[config.mk]
export PLATFORM = sky130hd
export DESIGN_NAME = halfword_mem_unit
export DESIGN_NICKNAME = d
export VERILOG_FILES = /design/src/rtl/halfword_mem_unit.sv
export SDC_FILE = /design/constraint.sdc
export NUM_CORES = 1
export LEC_CHECK = 0
export CORE_ASPECT_RATIO = 0.5
export CORE_MARGIN = 2
export CORE_UTILIZATION = 44
export CTS_CLUSTER_SIZE = 8
export DETAILED_ROUTE_END_ITERATION = 16
export PLACE_DENSITY = 0.92
export RECOVER_POWER = 100
export SKIP_LAST_GASP = 1
export SLEW_MARGIN = 20
export SYNTH_ARGS = -nofsm -noshare
export SYNTH_HDL_FRONTEND = slang
export SYNTH_SLANG_ARGS = --single-unit
export TNS_END_PERCENT = 20
[constraint.sdc]
create_clock -name clk -period 3.9 [get_ports clk]
set_clock_uncertainty 0.05 [all_clocks]
set_input_delay 0.585 -clock clk [delete_from_list [all_inputs] [get_ports clk]]
set_output_delay 0.585 -clock clk [all_outputs]
set_load 0.02 [all_outputs]
[src/rtl/halfword_mem_unit.sv]
// Halfword load/store engine: LHU/LH/SH against a 32-bit word memory.
// Stores are read-modify-write; all bus waits are bounded by ACK_TIMEOUT.
module halfword_mem_unit #(
  parameter int ACK_TIMEOUT = 255
) (
  input  logic        clk,
  input  logic        rst,
  input  logic        start,
  input  logic [1:0]  op,
  input  logic [31:0] addr,
  input  logic [31:0] wdata,
  output logic [31:0] rdata,
  output logic        busy,
  output logic        done,
  output logic        addr_err,
  output logic        bus_err,
  output logic        dm_req,
  output logic        dm_we,
  output logic [31:0] dm_addr,
  output logic [31:0] dm_wdata,
  input  logic [31:0] dm_rdata,
  input  logic        dm_ack
);

  typedef enum logic [1:0] {
    IDLE,
    RD,
    WR,
    DONE
  } state_t;

  localparam int CW = $clog2(ACK_TIMEOUT + 1);

  state_t        state, nxt;
  logic [1:0]    op_q;
  logic [31:1]   addr_q;
  logic [15:0]   wdata_q;
  logic [31:0]   merged;
  logic [CW-1:0] cnt;
  logic          aerr_q, berr_q;
  logic [15:0]   half;
  logic          bad, tmo, is_sh;

  assign half  = addr_q[1] ? dm_rdata[31:16] : dm_rdata[15:0];
  assign bad   = addr[0] | (op == 2'b11);
  assign is_sh = (op_q == 2'b10);
  assign tmo   = !dm_ack && (cnt == CW'(ACK_TIMEOUT - 1));

  always_comb begin
    nxt = state;
    unique case (state)
      IDLE: if (start) nxt = bad ? DONE : RD;
      RD: begin
        if (dm_ack)   nxt = is_sh ? WR : DONE;
        else if (tmo) nxt = DONE;
      end
      WR:   if (dm_ack || tmo) nxt = DONE;
      DONE: nxt = IDLE;
      default: nxt = IDLE;
    endcase
  end

  always_ff @(posedge clk or posedge rst) begin
    if (rst) state <= IDLE;
    else     state <= nxt;
  end

  always_ff @(posedge clk or posedge rst) begin
    if (rst) begin
      op_q    <= '0;
      addr_q  <= '0;
      wdata_q <= '0;
      merged  <= '0;
      rdata   <= '0;
      cnt     <= '0;
      aerr_q  <= 1'b0;
      berr_q  <= 1'b0;
    end else begin
      unique case (state)
        IDLE: if (start) begin
          op_q    <= op;
          addr_q  <= addr[31:1];
          wdata_q <= wdata[15:0];
          aerr_q  <= bad;
          berr_q  <= 1'b0;
          cnt     <= '0;
        end
        RD: begin
          if (dm_ack) begin
            cnt <= '0;
            if (is_sh)
              merged <= addr_q[1] ? {wdata_q, dm_rdata[15:0]}
                                  : {dm_rdata[31:16], wdata_q};
            else if (op_q[0])
              rdata <= {{16{half[15]}}, half};
            else
              rdata <= {16'h0000, half};
          end else if (tmo) begin
            berr_q <= 1'b1;
          end else begin
            cnt <= cnt + 1'b1;
          end
        end
        WR: begin
          if (!dm_ack) begin
            if (tmo) berr_q <= 1'b1;
            else     cnt <= cnt + 1'b1;
          end
        end
        default: ;
      endcase
    end
  end

  assign busy     = (state != IDLE);
  assign done     = (state == DONE);
  assign dm_req   = (state == RD) || (state == WR);
  assign dm_we    = (state == WR);
  assign dm_addr  = {addr_q[31:2], 2'b00};
  assign dm_wdata = merged;
  assign addr_err = done & aerr_q;
  assign bus_err  = done & berr_q;

endmodule

### Word level (Yosys, flattened, before mapping)

Index checks and enable logic that the tools add are counted.
W data, S select, Z words.

* add/subtract/negate cells: 1
* equality and inequality tests: 12
* multiplexer cells: 19
* bitwise operators: 4
* reductions and logical operators: 15

Operators with widths (count)
* $mux W32: 2
* $mux W8: 4
* $pmux W8 S3: 1
* $mux W16: 1
* $reduce_and A3 Y1: 4
* $mux W2: 5
* $add A8 B1 Y8 const B: 1
* $eq A2 B2 Y1 const B: 4
* $eq A8 B8 Y1 const B: 1
* $pmux W2 S4: 1
* $ne A2 B2 Y1 const B: 3
* $mux W1: 4
* $ne A2 B1 Y1 const B: 2
* $reduce_and A4 Y1: 1
* $reduce_bool A2 Y1: 2
* $ne A3 B3 Y1 const B: 1
* $reduce_bool A3 Y1: 1
* $and A1 B1 Y1: 2
* $eq A2 B1 Y1 const B: 1
* $logic_not A2 Y1: 1
* $logic_or A1 B1 Y1: 2
* $pmux W1 S2: 1
* $reduce_and A2 Y1: 1
* $reduce_or A2 Y1: 1
* other kinds (4): 4

* register bits: 125
* input bits: 102
* output and inout bits: 102
* word-level logic and storage cells: 60

### Logic depth before layout (Yosys ltp)

Gate-level depths: netlist (run 1).

* word-level depth: 5
* mapped depth: 8
* depth with buffers taken out: 6

### Worst setup path before layout (run 1)

No wires, ideal clock.

* path type: reg-to-reg
* from: register state[0]
* to: register cnt[2]
* setup time: 0.077 ns
* arrival: 1.749 ns
* required time: 3.773 ns
* slack: 2.024 ns
* stages on the path, launching flop included: 6
* buffers on the path: 1
* period minus slack after synthesis: 1.876 ns
* path through: dfrtp_1 > ha_1 > nand2b_1 > buf_2 > or4_2 > a21oi_1

* word-level cells in the longest chain between the ends: 3
* elaborated cells between the ends (all ways): 8
* those cells by class: eq/ne: 4; mux: 1; reduce/logical: 3

RTL lines
* from (decl): line 34 `state_t state, nxt;`
* from (signal assigned): line 65 `else state <= nxt;`
* $eq A2 B2 Y1, or another cell as far along: line 79 `unique case (state)`
* $ne A2 B2 Y1 (no line) / $reduce_bool A3 Y1 (equally long branches)
* $reduce_and A3 Y1 (no line)
* to (signal assigned): line 101 `cnt <= cnt + 1'b1;`
* to (signal assigned): line 107 `else cnt <= cnt + 1'b1;`
* to (decl): line 39 `logic [CW-1:0] cnt;`

Several ways; a longest one is shown, not always the timed one.
A chain may end at the register's enable or synchronous reset.

### Worst setup path in the final report (run 1)

* from: register state[0]
* to: register addr_q[12] (netlist bit)

* word-level cells in the longest chain between the ends: 2

RTL lines
* $logic_not A2 Y1: line 79
* $reduce_and A2 Y1 (no line)
* to (signal assigned): line 82 `addr_q <= addr[31:1];`
* to (decl): line 36 `logic [31:1] addr_q;`

No other way between the ends.

==> results.sh, run 1 <==
export IMPL_ctsResizeCount=0
export IMPL_dpl_cell_count=733
export IMPL_ys_flop_type="dfrtp_1"
export IMPL_final_cells=749
export IMPL_drt_wl_total_um=12200
export IMPL_setup_ws_ns=0.957
export IMPL_portBuffers=185
export IMPL_ys_seq_area_share_pct=53.3
export IMPL_clk_root_buffer_cell="clkbuf_16"
export IMPL_p_leak_nw=3.23
export IMPL_seq_power_share_pct=35.7
export IMPL_synth_cell_types=34
export IMPL_gr_max_usage_layer="met2"
export IMPL_yosysTopAreaCell="dfrtp_1"
export IMPL_antenna_found_initial=0
export IMPL_async_reset_ff_share_pct=100
export IMPL_rsz0062_at_grt="no"
export IMPL_regToRegSetupSlack_ns=0.96
export IMPL_track_usage_pct=19.4
export IMPL_whs_ns=0.426
export IMPL_tightest_slew_ns=1.38
export IMPL_cp_max_fo=26
export IMPL_crit_required_ns=4.08
export IMPL_ir_drop_mv=0.334
export IMPL_avgSynthCellArea_um2=11.5
export IMPL_initialDrtViolationCount=179
export IMPL_clockBufferDepth=2
export IMPL_clkTransAtPathRegs_ns=0.08
export IMPL_fin_setup_tns_ns=0
export IMPL_drt_pass1_iter_count=5
export IMPL_power_switching_w=0.00228
export IMPL_hold_buffers=0
export IMPL_critPathLaunchType="register"
export IMPL_htree_levels=3
export IMPL_clock_sinks=110
export IMPL_worstHoldStart="dm_wdata[26]$_DFFE_PP0P_"
export IMPL_hold_viol=0
export IMPL_utilization_pct=63.3
export IMPL_post_drt_wl_per_cell_um=16.3
export IMPL_fin_crit_ns=2.94
export IMPL_regToRegEndpoint="addr_q[12]$_DFFE_PP0P_"
export IMPL_post_place_ws_ns=1.33
export IMPL_routabilityCongestion=0.827
export IMPL_r2r_worst_path_cells=5
export IMPL_start_util_pct=46.1
export IMPL_cts_tree="yes"
export IMPL_max_cap_viol_count=0
export IMPL_synth_common_cells="dfrtp_1, nand2_1, o21ai_0"
export IMPL_slew_headroom_pct=8.08
export IMPL_switching_share_pct=39.9
export IMPL_synth_edf_count=0
export IMPL_drv_slew=0
export IMPL_yosysMostFrequentCell="dfrtp_1"
export IMPL_hp_class="reg -> reg"
export IMPL_end_kind="register"
export IMPL_syn_area_um2=5170
export IMPL_core_um2=11200
export IMPL_dieHeight_um=80.6
export IMPL_grtUsageMet1_pct=21.4
export IMPL_antenna_cells=0
export IMPL_cp_arrival_ns=3.12
export IMPL_p_comb_share_pct=48.8
export IMPL_grt_use_met3_pct=4.10
export IMPL_final_nets=694
export IMPL_rows=27
export IMPL_clock_power_share_pct=15.5
export IMPL_use_met2_pct=36.6
export IMPL_viasPerCell=5.02
export IMPL_ys_warn_count=0
export IMPL_drt_drc_violations_left=0
export IMPL_cts_buffers=9
export IMPL_ys_seq_elements=110
export IMPL_clkLatencyLatePin_ns=0.35
export IMPL_internal_power_w=0.00343
export IMPL_fillCellCount=893
export IMPL_status="completed"
export IMPL_grt_max_degree=68
export IMPL_yosys_area_top_type_share_pct=53.3
export IMPL_timing_rr_start="state[0]$_DFFE_PP0P_"
export IMPL_powerDensity_nw_per_um2=804
export IMPL_post_cts_setup_buffers=0
export IMPL_ios=204
export IMPL_crit_end="addr_q[12]$_DFFE_PP0P_"
export IMPL_overflow=0
export IMPL_timing_final_crit_share_pct=75.5
export IMPL_synthCells=451
export IMPL_num_vias=3759
export IMPL_max_freq_ghz=0.340
export IMPL_die_x_um=157
export IMPL_die_area_um2=12700
export IMPL_critPathLaunch="state[0]$_DFFE_PP0P_"
export IMPL_finalSetupViolCount=0
export IMPL_syn2layout_area_growth_pct=37.4
export IMPL_drive_gt1_share_pct=12.4
export IMPL_setup_worst_path_class="reg -> reg"
export IMPL_first_global_vias=3950
export IMPL_yosys_top_cells_area="dfrtp_1, mux2_2, mux2i_1"
export IMPL_hpwl_um=8850
export IMPL_postRouteAntennaNets=0
export IMPL_grt_pass1_wl_um=19100
==> metrics by stage <==
| step | power (W) | area [µm²] |
|---|---|---|
| 2_1_floorplan | 0.00401 | 5170 |
| 3_3_place_gp | 0.00494 | 6840 |
| 3_5_place_dp | 0.00507 | 6840 |
| 4_1_cts | 0.00598 | 7120 |
| 5_1_grt | 0.00606 | 7100 |
| 6_report | 0.00571 | 7100 |
==> cells in the final DEF, fill, tap and decap left out, drive strengths merged, types with 2 or more instances in the layout <==
cell and n:
dfrtp 110, dlygate4sd3 102, clkdlybuf4s50 83, nand2 54, o21ai 54, mux2i 51, mux2 49, clkbuf 16
inv 12, a21oi 7, ha 7, o31ai 5, nand3 5, or4 4, or3 3, nor4 3
nor2b 2, nor2 2, o22a 2, and2 2, conb 2, buf 2, nand2b 2
==> metal layers <==
| metal | wire (µm) | vias to the layer above |
|---|---|---|
| li1 | - | 1794 |
| met1 | 4840 | 1850 |
| met2 | 6590 | 85 |
| met3 | 422 | 30 |
| met4 | 399 | 0 |
| met5 | 0 | - |
==> power by group through the flow <==
stage / Sequential [W] / Clock, W / Combinational (W)
2_1_floorplan: 0.00222 / 0 / 0.00179
3_3_place_gp: 0.00204 / 0 / 0.00291
3_5_place_dp: 0.00209 / 0 / 0.00299
4_1_cts: 0.00207 / 0.000910 / 0.00301
5_1_grt: 0.00212 / 0.000952 / 0.00299
6_report: 0.00204 / 0.000884 / 0.00279
==> worst max-delay path, cell delays in order (launching register included) <==
cell and delay [ns]:
dfrtp_1 0.38, inv_1 0.11, ha_1 0.25, nand2_1 0.91, clkbuf_1 0.69, mux2_2 0.42
==> how the worst min path moves through the flow <==
stage                                           to  slack, ns  cells past startpoint
after floorplan                 aerr_q$_DFFE_PP0P_       0.39                      2
after global placement       rdata[15]$_DFFE_PP0P_       0.41                      1
after detailed placement   dm_wdata[9]$_DFFE_PP0P_       0.42                      2
after CTS                       aerr_q$_DFFE_PP0P_       0.44                      2
after global routing      dm_wdata[25]$_DFFE_PP0P_       0.45                      2
final                     dm_wdata[26]$_DFFE_PP0P_       0.43                      2
==> logic make-up after synthesis <==
logic type | Yosys count | synth area share, %
buffers and inverters | 79 | 9.30
multiplexers | 100 | 20.6
AND/OR/NAND/NOR | 79 | 7.05
AO/OA/AOI/OAI | 75 | 8.06
other | 1 | 0.0726
adder cells (fa/ha/maj) | 7 | 1.69
flip-flops | 110 | 53.3
==> layout make-up <==
cell class | count | area (µm²) | share of cell area, %
clock buffers | 10 | 229 | 3.22
clock inverters | 6 | 52.6 | 0.740
inverters | 8 | 32.5 | 0.458
multi-input cells | 263 | 1940 | 27.4
flip-flops and latches | 110 | 2750 | 38.8
well taps | 159 | 199 | 2.80
repair buffers | 193 | 1890 | 26.6
==> sequential cells by signal, indices dropped and copies added, names as in the netlist <==
| signal | count |
|---|---|
| addr_q | 31 |
| aerr_q | 1 |
| berr_q | 1 |
| cnt | 8 |
| dm_wdata | 32 |
| op_q | 2 |
| rdata | 17 |
| state | 2 |
| wdata_q | 16 |
Power figures use the tool's default switching activity.
==> inputs of run 2 (changes only) <==
- clock period: 3.9 -> 3 ns (I/O delays scaled with it)
==> run 2 against run 1 <==
- sequential share of layout area decreased by 0.40 points
- worst setup slack got worse by 0.35 ns
- final cell count down 0.13%
- critical path type is now reg -> out
- register-to-register slack got worse by 0.22 ns
- die area unchanged
- cell area is 0.99% higher
- via count decreased by 1.6%
- largest power group unchanged
- hold slack got worse by 0.0031 ns
- utilization grew 0.62 points
- sequential cell count did not move
- non-clock buffer count down 1
==> results.sh, run 2 (same netlist as run 1, synthesis figures left out) <==
export IMPL_status="completed"
export IMPL_start_util_pct=46.1
export IMPL_rows=27
export IMPL_setup_worst_path_class="reg -> out"
export IMPL_layout_common_cells="dfrtp_1, dlygate4sd3_1, clkdlybuf4s50_1"
export IMPL_initialDrtViolationCount=231
export IMPL_end_kind="output pin"
export IMPL_hold_buffers=0
export IMPL_fin_crit_ns=2.39
export IMPL_dieHeight_um=80.6
export IMPL_max_freq_ghz=0.418
export IMPL_ctsResizeCount=0
export IMPL_post_cts_setup_buffers=0
export IMPL_critPathLaunchType="register"
export IMPL_post_drt_wl_per_cell_um=15.8
export IMPL_htree_levels=3
export IMPL_crit_required_ns=2.50
export IMPL_grt_max_degree=94
export IMPL_cts_tree="yes"
export IMPL_clkLatencyLatePin_ns=0.34
export IMPL_track_usage_pct=18.8
export IMPL_mostFrequentLayoutCell="dfrtp_1"
export IMPL_placed_area_um2=6870
export IMPL_grt_pass1_wl_um=18600
export IMPL_cp_arrival_ns=1.89
export IMPL_fin_setup_tns_ns=0
export IMPL_finalSetupViolCount=0
export IMPL_tightest_slew_ns=1.20
export IMPL_final_nets=693
export IMPL_slew_headroom_pct=19.8
export IMPL_num_vias=3698
export IMPL_postRouteAntennaNets=0
export IMPL_ir_drop_mv=0.469
export IMPL_syn2layout_area_growth_pct=38.8
export IMPL_powerDensity_nw_per_um2=1050
export IMPL_hpwl_um=8520
export IMPL_utilization_pct=63.9
export IMPL_largest_reg_flops=32
export IMPL_cts_buffers=9
export IMPL_hold_viol=0
export IMPL_routabilityCongestion=0.805
export IMPL_drt_drc_violations_left=0
export IMPL_drt_pass1_iter_count=4
export IMPL_die_x_um=157
export IMPL_antenna_found_initial=0
export IMPL_antenna_cells=0
export IMPL_portBuffers=185
export IMPL_die_area_um2=12700
export IMPL_cp_max_fo=4
export IMPL_overflow=0
export IMPL_viasPerCell=4.94
export IMPL_drt_wl_total_um=11800
export IMPL_p_leak_nw=3.26
export IMPL_drive_gt1_share_pct=12.9
export IMPL_drv_slew=0
export IMPL_whs_ns=0.423
export IMPL_max_cap_viol_count=0
export IMPL_rsz0062_at_grt="no"
export IMPL_core_um2=11200
export IMPL_hp_class="reg -> reg"
export IMPL_clkTransAtPathRegs_ns=0.07
export IMPL_timing_final_crit_share_pct=79.8
export IMPL_ios=204
export IMPL_clk_root_buffer_cell="clkbuf_16"
export IMPL_final_cell_area_um2=7170
export IMPL_clockBufferDepth=2
export IMPL_clock_sinks=110
export IMPL_first_global_vias=3770
## run 2: final timing paths
kind	startpoint	to	slack [ns]	cells after the start
max	state[1]$_DFFE_PP0P_	dm_req	0.61	3
min	dm_wdata[19]$_DFFE_PP0P_	dm_wdata[19]$_DFFE_PP0P_	0.42	2
max reg2reg	state[1]$_DFFE_PP0P_	addr_q[14]$_DFFE_PP0P_	0.74	5
min reg2reg	dm_wdata[19]$_DFFE_PP0P_	dm_wdata[19]$_DFFE_PP0P_	0.42	2
max in group asynchronous	rst	dm_wdata[10]$_DFFE_PP0P_	1.35	3
min in group asynchronous	rst	addr_q[27]$_DFFE_PP0P_	0.63	2
## run 2: layout make-up
class	count	area [µm²]
Clock buffer	9	225
Clock inverter	7	83.8
Fill cell	890	4050
Inverter	8	31.3
Multi-Input combinational cell	263	1940
Sequential cell	110	2750
Tap cell	159	199
Timing Repair Buffer	192	1940
## run 2: per-stage QoR
stage | total power [W] | instances | worst slack (ns)
finish | 0.00751 | 748 | 0.607
global route | 0.00798 | 748 | 0.522
CTS | 0.00786 | 748 | 0.670
detailed placement | 0.00662 | 732 | 0.660
global placement | 0.00647 | 732 | 0.698
floorplan | 0.00521 | 452 | 1.12
## run 2: metal layers
metal,part of all wire [%],GRT usage [%]
met1,41,21.8
met2,53,34.2
met3,3.7,4.21
met4,2.4,6.91
met5,0,0
## run 2: where the power goes
part	switching [W]	leakage (nW)	total, W	internal, W
clock network	0.000558	0.145	0.00122	0.000660
registers	0.000456	1.36	0.00261	0.00216
logic	0.00192	1.75	0.00368	0.00176
## run 2: worst max-delay path, stage by stage (launching register included)
cell,delay (ns)
dfrtp_1,0.40
inv_1,0.11
ha_1,0.35
dlygate4sd3_1,0.69
